`config.mk`:
```
export PLATFORM = sky130hd
export DESIGN_NAME = sev_seg_mux
export DESIGN_NICKNAME = d
export VERILOG_FILES = /design/src/rtl/sev_seg_mux.sv
export SDC_FILE = /design/constraint.sdc
export NUM_CORES = 1
export LEC_CHECK = 0
export CAP_MARGIN = 20
export CORE_MARGIN = 8
export CORE_UTILIZATION = 40
export CTS_CLUSTER_SIZE = 12
export DETAILED_ROUTE_END_ITERATION = 16
export SYNTH_ARGS = -nofsm -noshare
export SYNTH_HDL_FRONTEND = slang
export SYNTH_SLANG_ARGS = --single-unit
```
`constraint.sdc`:
```
create_clock -name clk -period 5.8 [get_ports clk]
set_input_delay 0.58 -clock clk [delete_from_list [all_inputs] [get_ports clk]]
set_output_delay 0.58 -clock clk [all_outputs]
set_load 0.02 [all_outputs]
```
`src/rtl/sev_seg_mux.sv`:
```
// ---------------------------------------------------------------------------
// sev_seg_mux
// Multiplexed seven-segment display driver with a sequential binary-to-BCD
// converter, a programmable refresh prescaler, leading-zero blanking,
// per-digit decimal points and 16-level brightness PWM.
//
// Handshake (valid/ready): strobe is the request and busy low is the ready.
// A capture happens on any rising clk edge where strobe=1 and busy=0. While
// busy=1 strobe is ignored and nothing is queued. busy falls on the same edge
// that loads the finished result into the display registers.
//
// Ports
//   clk       system clock
//   reset     asynchronous, active-low reset
//   num       unsigned binary value to display
//   strobe    capture request for num
//   blank_lz  1 = blank leading zeros (digit 0 is never blanked)
//   dp        decimal point enables, bit i = digit i
//   bright    on-subphases per digit slot (0 = dark, 15 = 15/16 duty)
//   busy      conversion in progress; it is also the converter FSM state
//   LEDs      segments {G,F,E,D,C,B,A}
//   dp_o      decimal point of the digit being driven
//   sel       binary index of the digit being driven
//   en        digit enable (brightness PWM)
// ---------------------------------------------------------------------------
module sev_seg_mux #(
  parameter int DIGITS         = 4,
  parameter int NUM_W          = 16,
  parameter int PRESCALE       = 64,
  parameter int ACTIVE_LOW_SEG = 1
) (
  input  logic                      clk,
  input  logic                      reset,
  input  logic [NUM_W-1:0]          num,
  input  logic                      strobe,
  input  logic                      blank_lz,
  input  logic [DIGITS-1:0]         dp,
  input  logic [3:0]                bright,
  output logic                      busy,
  output logic [6:0]                LEDs,
  output logic                      dp_o,
  output logic [$clog2(DIGITS)-1:0] sel,
  output logic                      en
);

  localparam int SEL_W = $clog2(DIGITS);
  localparam int PRE_W = (PRESCALE > 1) ? $clog2(PRESCALE) : 1;
  localparam int CNT_W = $clog2(NUM_W + 1);
  localparam int BCD_W = 4 * DIGITS;

  function automatic logic [63:0] pow10(input int n);
    logic [63:0] r;
    r = 64'd1;
    for (int i = 0; i < n; i++) r = r * 64'd10;
    return r;
  endfunction

  // Largest value that fits in DIGITS decimal digits.
  localparam logic [63:0]      MAX_VAL   = pow10(DIGITS) - 64'd1;
  localparam logic [BCD_W-1:0] ALL_NINES = {DIGITS{4'h9}};
  localparam logic [6:0]       SEG_ZERO  = 7'b1000000;  // active-low "0"
  localparam logic [6:0]       SEG_BLANK = 7'b1111111;  // active-low all off
  localparam logic             POL_LOW   = (ACTIVE_LOW_SEG != 0);
  localparam logic [6:0]       LEDS_RST  = POL_LOW ? SEG_ZERO : ~SEG_ZERO;
  localparam logic             DP_OFF    = POL_LOW ? 1'b1 : 1'b0;

  // Active-low GFE_DCBA decode.
  function automatic logic [6:0] decode(input logic [3:0] d);
    logic [6:0] s;
    case (d)
      4'd0:    s = 7'b1000000;
      4'd1:    s = 7'b1111001;
      4'd2:    s = 7'b0100100;
      4'd3:    s = 7'b0110000;
      4'd4:    s = 7'b0011001;
      4'd5:    s = 7'b0010010;
      4'd6:    s = 7'b0000010;
      4'd7:    s = 7'b1111000;
      4'd8:    s = 7'b0000000;
      4'd9:    s = 7'b0011000;
      default: s = 7'b1000000;
    endcase
    return s;
  endfunction

  // -------------------------------------------------------------------------
  // Converter FSM
  // -------------------------------------------------------------------------
  typedef enum logic {
    ST_IDLE = 1'b0,
    ST_CONV = 1'b1
  } state_e;

  state_e             state_q, state_d;
  logic [NUM_W-1:0]   bin_q;
  logic [BCD_W-1:0]   bcd_q;
  logic [CNT_W-1:0]   cnt_q;
  logic               sat_q;
  logic [BCD_W-1:0]   disp_q;
  logic               load, step, done;
  logic [BCD_W-1:0]   bcd_adj, bcd_next;

  always_comb begin
    state_d = state_q;
    load    = 1'b0;
    step    = 1'b0;
    done    = 1'b0;
    case (state_q)
      ST_IDLE: begin
        if (strobe) begin
          load    = 1'b1;
          state_d = ST_CONV;
        end
      end
      ST_CONV: begin
        step = 1'b1;
        if (cnt_q == CNT_W'(NUM_W - 1)) begin
          done    = 1'b1;
          state_d = ST_IDLE;
        end
      end
      default: state_d = ST_IDLE;
    endcase
  end

  // Double dabble: add 3 to every BCD nibble >= 5, then shift in the next
  // binary MSB. The nibble overflowing out of the top only happens for
  // saturated inputs, whose result is replaced by all nines anyway.
  always_comb begin
    bcd_adj = bcd_q;
    for (int i = 0; i < DIGITS; i++) begin
      if (bcd_q[4*i +: 4] >= 4'd5) bcd_adj[4*i +: 4] = bcd_q[4*i +: 4] + 4'd3;
    end
    bcd_next = BCD_W'({bcd_adj, bin_q[NUM_W-1]});
  end

  always_ff @(posedge clk or negedge reset) begin
    if (!reset) begin
      state_q <= ST_IDLE;
      bin_q   <= '0;
      bcd_q   <= '0;
      cnt_q   <= '0;
      sat_q   <= 1'b0;
      disp_q  <= '0;
    end else begin
      state_q <= state_d;
      if (load) begin
        bin_q <= num;
        bcd_q <= '0;
        cnt_q <= '0;
        sat_q <= (64'(num) > MAX_VAL);
      end else if (step) begin
        bin_q <= bin_q << 1;
        bcd_q <= bcd_next;
        cnt_q <= cnt_q + CNT_W'(1);
        // Display registers only ever see a finished result.
        if (done) disp_q <= sat_q ? ALL_NINES : bcd_next;
      end
    end
  end

  assign busy = (state_q == ST_CONV);

  // -------------------------------------------------------------------------
  // Refresh: prescaler -> 16 brightness subphases -> digit index
  // -------------------------------------------------------------------------
  logic [PRE_W-1:0] pre_q;
  logic [3:0]       sub_q;
  logic [SEL_W-1:0] idx_q;
  logic             pre_wrap, sub_wrap;

  assign pre_wrap = (pre_q == PRE_W'(PRESCALE - 1));
  assign sub_wrap = pre_wrap && (sub_q == 4'hF);

  always_ff @(posedge clk or negedge reset) begin
    if (!reset) begin
      pre_q <= '0;
      sub_q <= '0;
      idx_q <= '0;
    end else begin
      pre_q <= pre_wrap ? '0 : pre_q + PRE_W'(1);
      if (pre_wrap) sub_q <= sub_q + 4'd1;
      if (sub_wrap) idx_q <= (idx_q == SEL_W'(DIGITS - 1)) ? '0 : idx_q + SEL_W'(1);
    end
  end

  // -------------------------------------------------------------------------
  // Blanking and digit selection
  // -------------------------------------------------------------------------
  logic [DIGITS-1:0] blank_vec;
  logic              upper_zero;
  logic [3:0]        cur_digit;
  logic              cur_blank;
  logic              cur_dp;
  logic [6:0]        seg_al;

  // Digit i is blanked when it and every more significant digit are zero.
  always_comb begin
    blank_vec  = '0;
    upper_zero = 1'b1;
    for (int i = DIGITS - 1; i >= 1; i--) begin
      upper_zero   = upper_zero && (disp_q[4*i +: 4] == 4'd0);
      blank_vec[i] = blank_lz && upper_zero;
    end
  end

  always_comb begin
    cur_digit = disp_q[3:0];
    cur_blank = 1'b0;
    cur_dp    = dp[0];
    for (int i = 0; i < DIGITS; i++) begin
      if (idx_q == SEL_W'(i)) begin
        cur_digit = disp_q[4*i +: 4];
        cur_blank = blank_vec[i];
        cur_dp    = dp[i];
      end
    end
    seg_al = cur_blank ? SEG_BLANK : decode(cur_digit);
  end

  // -------------------------------------------------------------------------
  // Registered outputs, one cycle behind the refresh counters
  // -------------------------------------------------------------------------
  logic [SEL_W-1:0] sel_q;
  logic             en_q;
  logic [6:0]       leds_q;
  logic             dpo_q;

  always_ff @(posedge clk or negedge reset) begin
    if (!reset) begin
      sel_q  <= '0;
      en_q   <= 1'b0;
      leds_q <= LEDS_RST;
      dpo_q  <= DP_OFF;
    end else begin
      sel_q  <= idx_q;
      en_q   <= (sub_q < bright);
      leds_q <= POL_LOW ? seg_al : ~seg_al;
      dpo_q  <= POL_LOW ? ~cur_dp : cur_dp;
    end
  end

  assign sel  = sel_q;
  assign en   = en_q;
  assign LEDs = leds_q;
  assign dp_o = dpo_q;

endmodule

```
# [After elaboration in Yosys (flattened, before gate mapping)]
# Memory sizes are Yosys's and may differ from the RTL's.
# Index checks and enable logic that the tools add are counted.
[op_classes] div=0 muxes=30 bitwise_logic=3 n_mul=0 reduce_logical=11 order_cmp=6 shift=0 eq_ne=6 n_addsub=8
[ops] op="16-bit two-way mux" count=5
[ops] op="4-bit two-way mux" count=6
[ops] op="4-bit by 3-bit >= comparator with 1-bit output, second input constant" count=4
[ops] op="16-bit by 14-bit greater-than comparator with 1-bit output, second input constant" count=1
[ops] op="4-bit by 2-bit adder with 4-bit output, second input constant" count=3
[ops] op="4-bit zero test" count=3
[ops] op="1-bit two-way mux" count=12
[ops] op="5-bit two-way mux" count=2
[ops] op="7-bit two-way mux" count=1
[ops] op="6-bit by 1-bit adder with 6-bit output, second input constant" count=1
[ops] op="6-bit equality test, second input constant" count=1
[ops] op="1-bit logical AND" count=6
[ops] op="6-bit two-way mux" count=1
[ops] op="5-bit by 1-bit adder with 5-bit output, second input constant" count=1
[ops] op="5-bit by 4-bit equality test with 1-bit output, second input constant" count=1
[ops] op="4-bit by 1-bit adder with 4-bit output, second input constant" count=1
[ops] op="2-bit equality test, second input constant" count=2
[ops] op="4-bit equality test, second input constant" count=1
[ops] op="4-bit less-than comparator" count=1
[ops] op="3-bit by 2-bit adder with 3-bit output, second input constant" count=1
[ops] op="3-bit two-way mux" count=1
[ops] op="1-bit inverter" count=3
[ops] op="3-bit AND reduction" count=1
[ops] op="2-bit by 1-bit adder with 2-bit output, second input constant" count=1
[ops] op="other kinds (4)" count=4
[totals] inputBits=28 ram_bits=0 wordCells=78 output_inout_bits=12 ff_bits=78 n_memories=1 romBits=112 latchBits=0
[memory_table] name="(no name shown)" words=16 width=7 read_ports=1 rd_clocked_by_memory_dff=0 write_ports=0 line_no="70" source="case (d)"

# [Depth between registers and ports, before layout]
[logic_depth] ltp_word=8 mapped_depth=10 depth_no_buf=9

# [Least setup slack after synthesis]
# Ideal clock, no wire load.
[synth_timing] kind="register to register" from="register idx_q[0]" to="register leds_q[1], in the netlist LEDs[1]" period_less_slack_ps=1985 setup_slack_ps=3815 n_path_buf=1 t_required_ps=5717 t_arrival_ps=1902 setup_ps=83 path_stages_with_launch=10 path_cell_list="dfrtp_1 > inv_1 > ha_1 > buf_2 > nor3b_1 > a221oi_1 > inv_1 > ha_1 > inv_1 > o21ai_0"
[synth_via] elab_chain_cells=6 elab_cells_between_ends=11 cone_classes="eq/ne (3); mux (7); memory (1)"
[synth_lines] element="start: declaration" line_no="169" source="logic [SEL_W-1:0] idx_q;"
[synth_lines] element="start signal: assignment" line_no="183" source="if (sub_wrap) idx_q <= (idx_q == SEL_W'(DIGITS - 1)) ? '0 : idx_q + SEL_W'(1);"
[synth_lines] element="2-bit by 1-bit equality test with 1-bit output" line_no="212" source="if (idx_q == SEL_W'(i)) begin"
[synth_lines] element="4-bit two-way mux (3 in a row)" line_no="212"
[synth_lines] element="memory read 16 x 7 bit"
[synth_lines] element="7-bit two-way mux (*)" line_no="218" source="seg_al = cur_blank ? SEG_BLANK : decode(cur_digit);"
[synth_lines] element="via seg_al[1]" line_no="195" source="logic [6:0] seg_al;"
[synth_lines] element="end signal: assignment" line_no="238" source="leds_q <= POL_LOW ? seg_al : ~seg_al;"
[synth_lines] element="end: declaration" line_no="226" source="logic [6:0] leds_q;"
# Mark *: on every way through the listed nets, which the timed path passes. The rest lies on a longest branch.
# A chain may end at the register's enable or synchronous reset.

# [Worst setup path after layout]
[layout_timing] from="register state_q, in the netlist busy" to="output busy"
[layout_rtl] element="start: declaration" line_no="94" source="state_e state_q, state_d;"
[layout_rtl] element="start signal: assignment" line_no="146" source="state_q <= state_d;"
[layout_rtl] element="end: declaration" line_no="39" source="output logic busy,"
# No word-level cell between the ends.

==> results.tsv <==
stage	metric	value	unit
outcome	status	finished, final reports clean	
timing	timing.final.crit_share	43.73	%
global_route	use_met1	16.18	%
power	power.density	477.3	nW/um^2
synth	yosysUniqueCellTypes	39	
route	vias	2832	
timing	slew_viol_final	0	
global_route	grt_max_degree	79	
timing	timing.setup.tns	0	ns
timing	grt_setup_unrepaired	no	
clock_tree	cts-root-buf	clkbuf_8	
power	cellLeakagePower	2.212	nW
setup_path	crit_arrival	1.96	ns
floorplanning	die_area	13470	sq um
global_route	antenna_found_initial	0	
setup_path	crit_fanout	69	
clock_tree	clkTransAtPathRegs	0.09	ns
setup_path	path_cells	buf_4 -> clkdlybuf4s50_1	
setup_path	worst_r2r_path_depth	7	
global_route	grt-ovfl-total	0	
clock_tree	cts_buffer_depth	2	
timing	finalSetupViolCount	0	
route	drtAntennaViolNets	0	
setup_path	r2r-end	LEDs[1]	
floorplanning	die_h	116.1	microns
timing	clock_skew	0.01639	ns
global_route	met3_usage	4.117	%
cells_and_area	fillers	920	
setup_path	ff2ff_setup_slack	3.35	ns
setup_path	worstSetupEndpointType	primary output	
cells_and_area	layout_commonest_cell	dfrtp_1	
worst_hold_path	hold_path.class	in -> async	
route	routed_wirelength	7878	microns
synth	ys.flop_type	dfrtp_1	
setup_path	slowest_delay	0.73	ns
clock_tree	post_cts_resized	0	
setup_path	crit_family	buffers and inverters	
floorplanning	start_util	41.17	%
synth	avgSynthCellArea	10.46	sq um
cells_and_area	fin_cells	556	
synth	syn_nets	434	
synth	synth_cells	383	
job	max-cap-violations	0	
setup_path	critPathRequiredTime	5.22	ns
cells_and_area	seq_area	1956	sq um
setup_path	startpoint_type	flip-flop	
global_route	grt_busiest_layer	met2	
global_route	track_usage	12.51	%
timing	worst_pin_slew	0.7216	ns
place	port-buffer-count	39	
synth	synth_edf_count	0	
cells_and_area	multi_input_area	1872	sq um
place	dp_hpwl	5447	microns
clock_tree	cts_htree_levels	3	
synth	synth_warnings	0	
synth	seq_area_frac_synth	48.80	%
place	detailedPlace.worstSlack	3.327	ns
timing	maxSlewHeadroom	51.72	%
synth	synth.cell_area	4005	sq um
floorplanning	coreArea	9729	sq um
timing	final_hold_viol_count	0	
place	place_inst	539	
place	dpl_cell_area	4491	sq um
cells_and_area	layout_common_cells	dfrtp_1 (75), o21ai_0 (39), clkdlybuf4s50_1 (38)	
setup_path	critPathKind	reg -> out	
cells_and_area	area_growth	19.28	%
route	first_pass_iters	4	
floorplanning	rows	36	
power	p_total	2.280	mW
route	wl_per_cell	14.17	microns
clock_tree	hold_buffers	0	
synth	async_reset_ff_share	100.0	%
setup_path	path_buf_inv	2	
timing	setup_slack	3.263	ns
cells_and_area	fin_nets	469	
clock_tree	postCtsSetupBuffers	0	
setup_path	r2r_start	idx_q[0]	
global_route	met2_usage	19.81	%
clock_tree	tritoncts	yes	
clock_tree	cts_inserted_buffers	9	
floorplanning	chipWidth	116.1	microns
global_route	grt_first_pass_wirelength	13520	microns
cells_and_area	antennaDiodeCount	0	
setup_path	cp_slowest_cell	clkdlybuf4s50_1	
cells_and_area	fin_area	4777	sq um
cells_and_area	drive_above_1_share	6.856	%
timing	min_period	2.537	ns
route	avgViaCountPerCell	5.094	
place	place.gp.congestion	0.8286	
power	ir_drop	0.0002242	V
synth	ys_seq_elements	78	
route	drc	0	
timing	clock.fmax	394.2	MHz
floorplanning	io_pins	40	
clock_tree	clk_latency	0.35	ns
route	drtIter0Drc	107	
global_route	grt_pass1_vias	2827	
clock_tree	cts.sinks	78	
## registers in the layout (all words and copies together), names as in the netlist
| register | count |
|---|---|
| bcd_q | 16 |
| bin_q | 16 |
| disp_q | 16 |
| LEDs | 7 |
| pre_q | 6 |
| cnt_q | 5 |
| sub_q | 4 |
| idx_q | 2 |
| sel | 2 |
| busy | 1 |
| dp_o | 1 |
| en | 1 |
| sat_q | 1 |
## how the worst max path moves through the flow
stage                     endpoint  cells after the start  slack, ns  startpoint
after floorplan            LEDs[1]                      9       3.82    idx_q[0]
after global placement     LEDs[1]                      7       3.44    idx_q[0]
after detailed placement   LEDs[1]                      7       3.33    idx_q[0]
after CTS                     busy                      2       3.24        busy
after global routing       LEDs[1]                      7       3.04    idx_q[0]
final                         busy                      2       3.26        busy
## through the flow
stage	util, %	hold WS (ns)
final	49.10	0.1045
after global routing	49.10	0.1067
after CTS	48.82	0.4238
after detailed placement	46.15	0.4277
after global placement	46.15	0.4166
after floorplan	-	0.2844
## cell usage after synthesis (all sizes together) (3+ instances only)
cell	instances	area, sq um
dfrtp	76	1902
o21ai	41	205.2
mux2i	32	320.3
nand2	32	120.1
inv	25	93.84
ha	23	287.8
a21o	18	135.1
a21oi	18	90.09
nor2	17	68.81
clkbuf	14	52.55
nor3b	12	90.09
a22o	8	70.07
nand2b	7	43.79
nand3	7	35.03
xnor2	7	61.31
nor3	5	25.02
a32o	4	40.04
buf	4	32.53
or3	4	25.02
xor2	4	35.03
a221oi	3	61.31
nor4	3	18.77
o31ai	3	22.52
## final cells by class
type | count | share of cell area, %
Inverter | 25 | 1.964
Clock buffer | 13 | 3.536
Tap cell | 133 | 3.484
Sequential cell | 78 | 40.94
Timing Repair Buffer | 42 | 9.010
Multi-Input combinational cell | 262 | 39.18
Clock inverter | 3 | 1.886
## where the power goes
group / switching, mW / internal (mW) / total [mW] / leakage [nW]
Sequential: 0.152 / 0.745 / 0.897 / 0.982
Combinational: 0.469 / 0.404 / 0.873 / 1.10
Clock: 0.188 / 0.322 / 0.510 / 0.130
## layer usage
layer / share of wire [%] / wire length (microns) / up-vias
met5: 0 / 0 / -
met4: 0.70 / 55 / 0
met3: 5.5 / 430 / 6
met2: 44 / 3485 / 53
met1: 50 / 3907 / 1348
li1: - / - / 1425
## cell families (layout without fill, tap and decap cells)
group	Yosys count	count (layout)	synth area share [%]
flops	78	78	48.80
simple gates	91	91	11.28
mux	34	34	8.560
buf+inv	43	83	4.467
compound gates	103	103	17.31
fa+ha+maj	23	23	7.185
xor+xnor	11	11	2.405
Note: power is estimated with default switching activity, not from simulation.
